**src/rtl/sha512_msg_schedule.sv**
```systemverilog
// ---------------------------------------------------------------------------
// sha512_msg_schedule
//
// SHA-512 message schedule generator. A 1024-bit block arrives as 32 x 32-bit
// big-endian words, one per valid/ready handshake. Word pairs are packed into
// 64-bit words W[0..15] held in a 16-entry shift window. The block then emits
// W[0..79], one word per cycle, with no gaps. The window shifts each cycle and
// the recurrence appends W[t+16].
//
// Ports
//   clk           sole clock, rising edge
//   reset         synchronous, active-high
//   word_valid_i  word_i carries a message word this cycle
//   word_i        32-bit message word, block order 0..31
//   word_ready_o  a word is accepted this cycle (LOAD state)
//   w_valid_o     w_o/round_o are valid (SCHED state)
//   w_o           schedule word W[round_o], 0 when not valid
//   round_o       round index 0..79, 0 when not valid
//   done_o        W[79] is on w_o this cycle
//   load_cnt_o    words accepted so far in the current block
// ---------------------------------------------------------------------------
module sha512_msg_schedule (
  input  logic        clk,
  input  logic        reset,
  input  logic        word_valid_i,
  input  logic [31:0] word_i,
  output logic        word_ready_o,
  output logic        w_valid_o,
  output logic [63:0] w_o,
  output logic [6:0]  round_o,
  output logic        done_o,
  output logic [4:0]  load_cnt_o
);

  typedef enum logic {
    ST_LOAD  = 1'b0,
    ST_SCHED = 1'b1
  } state_e;

  localparam logic [6:0] LAST_ROUND = 7'd79;
  localparam logic [4:0] LAST_WORD  = 5'd31;

  state_e      state_q,    state_d;
  logic [4:0]  load_cnt_q, load_cnt_d;
  logic [6:0]  round_q,    round_d;
  logic [31:0] hi_q,       hi_d;
  logic [63:0] win_q [0:15];
  logic [63:0] win_d [0:15];

  logic        accept;
  logic [63:0] new_w;

  function automatic logic [63:0] rotr(input logic [63:0] x, input int unsigned n);
    return (x >> n) | (x << (64 - n));
  endfunction

  function automatic logic [63:0] sigma0(input logic [63:0] x);
    return rotr(x, 1) ^ rotr(x, 8) ^ (x >> 7);
  endfunction

  function automatic logic [63:0] sigma1(input logic [63:0] x);
    return rotr(x, 19) ^ rotr(x, 61) ^ (x >> 6);
  endfunction

  // Window entry i holds W[t+i] during round t, so the recurrence taps are
  // fixed positions: W[t+14], W[t+9], W[t+1], W[t]. Carry out is dropped.
  assign new_w  = sigma1(win_q[14]) + win_q[9] + sigma0(win_q[1]) + win_q[0];
  assign accept = (state_q == ST_LOAD) && word_valid_i;

  always_comb begin
    // NOTE: every *_d gets a default before any branch, so no path leaves a
    // variable unassigned and no latch is inferred.
    state_d    = state_q;
    load_cnt_d = load_cnt_q;
    round_d    = round_q;
    hi_d       = hi_q;
    win_d      = win_q;

    unique case (state_q)
      ST_LOAD: begin
        if (accept) begin
          // 5-bit counter wraps 31 -> 0 naturally on the last word.
          load_cnt_d = load_cnt_q + 5'd1;
          if (!load_cnt_q[0]) begin
            // Even word: park it as the upper half of the next W[k].
            hi_d = word_i;
          end else begin
            // Odd word completes W[k]; shifting it in leaves W[0] at entry 0
            // once all 16 words have arrived.
            for (int i = 0; i < 15; i++) win_d[i] = win_q[i+1];
            win_d[15] = {hi_q, word_i};
          end
          if (load_cnt_q == LAST_WORD) begin
            state_d = ST_SCHED;
            round_d = 7'd0;
          end
        end
      end

      ST_SCHED: begin
        for (int i = 0; i < 15; i++) win_d[i] = win_q[i+1];
        win_d[15] = new_w;
        if (round_q == LAST_ROUND) begin
          state_d = ST_LOAD;
          round_d = 7'd0;
        end else begin
          round_d = round_q + 7'd1;
        end
      end

      default: state_d = ST_LOAD;
    endcase
  end

  always_ff @(posedge clk) begin
    if (reset) begin
      state_q    <= ST_LOAD;
      load_cnt_q <= 5'd0;
      round_q    <= 7'd0;
      hi_q       <= 32'd0;
      // NOTE: the window is a register array, not a RAM, so it can and must be
      // cleared here; a reset then leaves no stale schedule words behind.
      for (int i = 0; i < 16; i++) win_q[i] <= 64'd0;
    end else begin
      // NOTE: non-blocking assignments for all state, so every flop samples
      // the pre-edge values regardless of statement order.
      state_q    <= state_d;
      load_cnt_q <= load_cnt_d;
      round_q    <= round_d;
      hi_q       <= hi_d;
      win_q      <= win_d;
    end
  end

  // Outputs decode directly from flops, so they are glitch-free at the edge.
  assign word_ready_o = (state_q == ST_LOAD);
  assign w_valid_o    = (state_q == ST_SCHED);
  assign w_o          = w_valid_o ? win_q[0] : 64'd0;
  assign round_o      = w_valid_o ? round_q  : 7'd0;
  assign done_o       = w_valid_o && (round_q == LAST_ROUND);
  assign load_cnt_o   = load_cnt_q;

endmodule

```
**config.mk**
```make
export PLATFORM = sky130hd
export DESIGN_NAME = sha512_msg_schedule
export DESIGN_NICKNAME = d
export VERILOG_FILES = /design/src/rtl/sha512_msg_schedule.sv
export SDC_FILE = /design/constraint.sdc
export NUM_CORES = 2
export LEC_CHECK = 0
export BUFFER_PORTS_ARGS = -buffer_cell sky130_fd_sc_hd__buf_2
export CORE_MARGIN = 4
export CORE_UTILIZATION = 50
export DETAILED_ROUTE_END_ITERATION = 16
export PLACE_DENSITY = 0.66
export SLEW_MARGIN = 30
export SYNTH_ARGS = -nofsm -noshare
export SYNTH_HDL_FRONTEND = slang
export SYNTH_SLANG_ARGS = --single-unit
```
**constraint.sdc**
```tcl
create_clock -name clk -period 7.25 [get_ports clk]
set_clock_uncertainty 0.05 [all_clocks]
set_input_delay 1.0875 -clock clk [delete_from_list [all_inputs] [get_ports clk]]
set_output_delay 1.0875 -clock clk [all_outputs]
set_load 0.05 [all_outputs]
```
==> results.yml <==
run_status:
  status: "finished clean"
floorplanning:
  die_h_um: 315
  initial_core_util_pct: 50.5
  die_area_sq_mm: 0.0994
  core-area_sq_mm: 0.0935
  die_w_um: 315
  rows: 112
  ioPinCount: 114
placement:
  dpl.cell_count: 6976
  place.gp.congestion: 0.980
  placed_cell_area_sq_mm: 0.0479
  io_buffers: 113
  place_hpwl_um: 104000
clock_network:
  cts_buffers: 110
  path_clk_slew_ns: 0.07
  cts.sinks: 1069
  ctsHoldBuffers: 0
  cts.path.max_buffers: 3
  cts_resized: 0
  htree_levels: 3
  cts_tree: "done"
  clock_latency_ns: 0.72
  cts_root_buffer: "clkbuf_16"
  cts_setup_buffers: 0
synth:
  synth-edff-count: 0
  ys_warn_count: 0
  syn_avg_cell_area_sq_um: 7.75
  synth_cell_types: 67
  seq_area_frac_synth_pct: 45.3
  syn-num-nets: 6319
  synthCells: 6092
  synthFlopType: "dfxtp_1"
  synth-seq-cells: 1069
  synthArstFlopShare_pct: 0
  synth_area_sq_mm: 0.0472
timing:
  slew_viol_final: 0
  fmax_mhz: 177
  setup_viol: 0
  hold_ws_ns: 0.376
  min_period_ns: 5.64
  slew-limit-headroom_pct: 30.9
  hold_viol_final: 0
  setup_tns_ns: 0
  fin_crit_sh_pct: 77.7
  rsz0062_at_grt: "no"
  max_slew.worst_pin.slew_ns: 1.04
setup_path:
  worstPathArrival_ns: 6.19
  path_max_fanout: 7
  start_kind: "flip-flop"
  required_ns: 7.81
  setup.worst_path.class: "reg2reg"
  crit_path_end_kind: "flip-flop"
pwr:
  swShare_pct: 22.8
  p_int_mw: 9.68
  p_seq_share_pct: 47.3
  clockPowerShare_pct: 49.4
  p_comb_share_pct: 3.3
  peakVddDrop_uv: 206
  p_sw_mw: 2.85
  power.density_mw_per_mm2: 241
  p_leak_nw: 18.4
grt:
  grt_max_degree: 248
  grt_pass1_vias: 36200
  antenna_found_initial: 7
  track_usage_pct: 29.2
  overflow: 0
  grt_first_pass_wirelength_um: 223000
job:
  max-cap-violations: 0
cells_and_area:
  instances_no_fill: 7185
  post-route-util_pct: 55.7
  finish.net_count: 6064
  drive_gt1_share_pct: 6.19
  fin_area_sq_mm: 0.0520
  area_delta_synth_final_pct: 10.2
hold_path:
  hp-class: "reg2reg"
route:
  drtIter0Drc: 4046
  via_per_inst: 5.45
  drc: 0
  dr.pass1.iters: 6
  wl_per_cell_um: 20.6
  vias: 39100
  finalWirelength_um: 148000
  drt.antenna.violating_nets: 0
-- critical path, cell delays in order (launching register included) --
cell and delay, ns:
dfxtp_1 0.60, xor2_1 0.16, xnor2_1 0.43, fa_1 0.50
inv_1 0.10, fa_1 0.44, ha_1 0.43, a21oi_1 0.26
o22a_1 0.22, nor4bb_1 0.75, a211oi_2 0.26, nor2_1 0.36
o21ai_2 0.13, nand3b_1 0.12, mux2_2 0.37, a2111oi_4 0.33
-- final timing paths --
kind         startpoint    endpoint  slack, ns  cells after the start
min reg2reg  win_q[484]  win_q[548]       0.38                      2
max reg2reg   win_q[79]   win_q[56]       1.61                     15
max           win_q[79]   win_q[56]       1.61                     15
min          win_q[484]  win_q[548]       0.38                      2
-- power by group through the flow --
stage	Sequential, mW	Clock, mW	Combinational (mW)
final	5.93	6.19	0.415
after detailed placement	6.05	0	0.407
after CTS	5.92	6.30	0.407
after global routing	5.92	6.53	0.451
after floorplan	6.04	0	0.289
after global placement	6.05	0	0.410
-- cells by family (layout without fill, tap and decap cells) --
| logic type | count (synthesis) | count (layout) | share of synthesized area [%] |
|---|---|---|---|
| multiplexers | 24 | 24 | 0.512 |
| other | 0 | 2 | 0 |
| AO/OA/AOI/OAI | 1336 | 1336 | 15.4 |
| flip-flops | 1069 | 1069 | 45.3 |
| XOR/XNOR | 302 | 302 | 5.60 |
| AND/OR/NAND/NOR | 2381 | 2381 | 19.8 |
| buffers and inverters | 788 | 625 | 6.29 |
| adder cells (fa/ha/maj) | 192 | 192 | 7.09 |
-- cell usage in the layout (no fill, tap or decap), types with 10 or more instances in the layout --
cell type	n
clkbuf_16	111
a211oi_1	74
buf_12	18
nor2_1	127
o21bai_1	17
fa_1	126
a21oi_1	1093
clkbuf_8	27
nand4_1	26
and3_1	39
o21ai_0	40
bufinv_16	17
and2_1	13
nand2_1	2077
xor2_1	120
a21o_1	23
dfxtp_1	1068
buf_4	17
nor3_1	18
xnor2_1	182
mux2i_1	23
nand3_1	35
o22ai_1	14
buf_2	112
clkbuf_1	12
ha_1	66
o21ai_1	10
inv_1	269
clkinv_2	26
-- area by class of cell --
cell class                 count  area (sq um)
inverter                     270          1010
clock inverter                54           831
antenna                        2          5.00
multi-input combinational   4235         22900
sequential                  1069         21400
tap                         1254          1570
timing repair buffer         151          1150
fill                        8827         41400
clock buffer                 150          3190
-- metal layers --
metal | global-route usage (%) | vias to the layer above | share of wire (%)
met1 | 39.3 | 18600 | 43
met4 | 11.2 | 4 | 4.2
li1 | - | 19000 | -
met5 | 0 | - | 0.019
met3 | 5.98 | 279 | 7.7
met2 | 46.2 | 1207 | 45
-- Yosys cell counts (3+ instances only) --
cell type | n | area [sq um]
nand2_1 | 2079 | 7800
a21oi_1 | 1094 | 5480
dfxtp_1 | 1069 | 21400
clkbuf_1 | 497 | 1870
inv_1 | 269 | 1010
xnor2_1 | 182 | 1590
nor2_1 | 128 | 480
fa_1 | 126 | 2520
xor2_1 | 120 | 1050
a211oi_1 | 74 | 556
ha_1 | 66 | 826
o21ai_0 | 40 | 200
and3_1 | 39 | 244
nand3_1 | 35 | 175
nand4_1 | 26 | 163
a21o_1 | 23 | 173
mux2i_1 | 23 | 230
nor3_1 | 18 | 90.1
o21bai_1 | 17 | 128
o22ai_1 | 14 | 87.6
and2_1 | 13 | 81.3
buf_1 | 10 | 37.5
o21ai_1 | 10 | 50.1
nand2b_1 | 9 | 56.3
o211ai_1 | 9 | 67.6
a311oi_1 | 8 | 70.1
buf_2 | 7 | 35.0
nor2b_1 | 7 | 43.8
nand3b_1 | 6 | 45.0
o21a_1 | 6 | 45.0
a31oi_1 | 5 | 31.3
nor4_1 | 5 | 31.3
clkbuf_2 | 4 | 20.0
nor3b_1 | 4 | 30.0
a21oi_2 | 3 | 26.3
o221ai_1 | 3 | 26.3
o31a_1 | 3 | 26.3
or2_2 | 3 | 18.8
or3_1 | 3 | 18.8
-- per-stage QoR --
stage / setup WS, ns / power, mW
2_1_floorplan: 2.99 / 6.33
3_3_place_gp: 1.70 / 6.46
3_5_place_dp: 1.74 / 6.46
4_1_cts: 1.72 / 12.6
5_1_grt: 1.46 / 12.9
6_report: 1.61 / 12.5
-- flip-flops by register name, indices dropped and copies added, names as in the netlist --
name,flops
hi_q,32
w_valid_o,1
load_cnt_o,5
round_q,7
win_q,1024
Note: power is estimated with default switching activity, not from simulation.
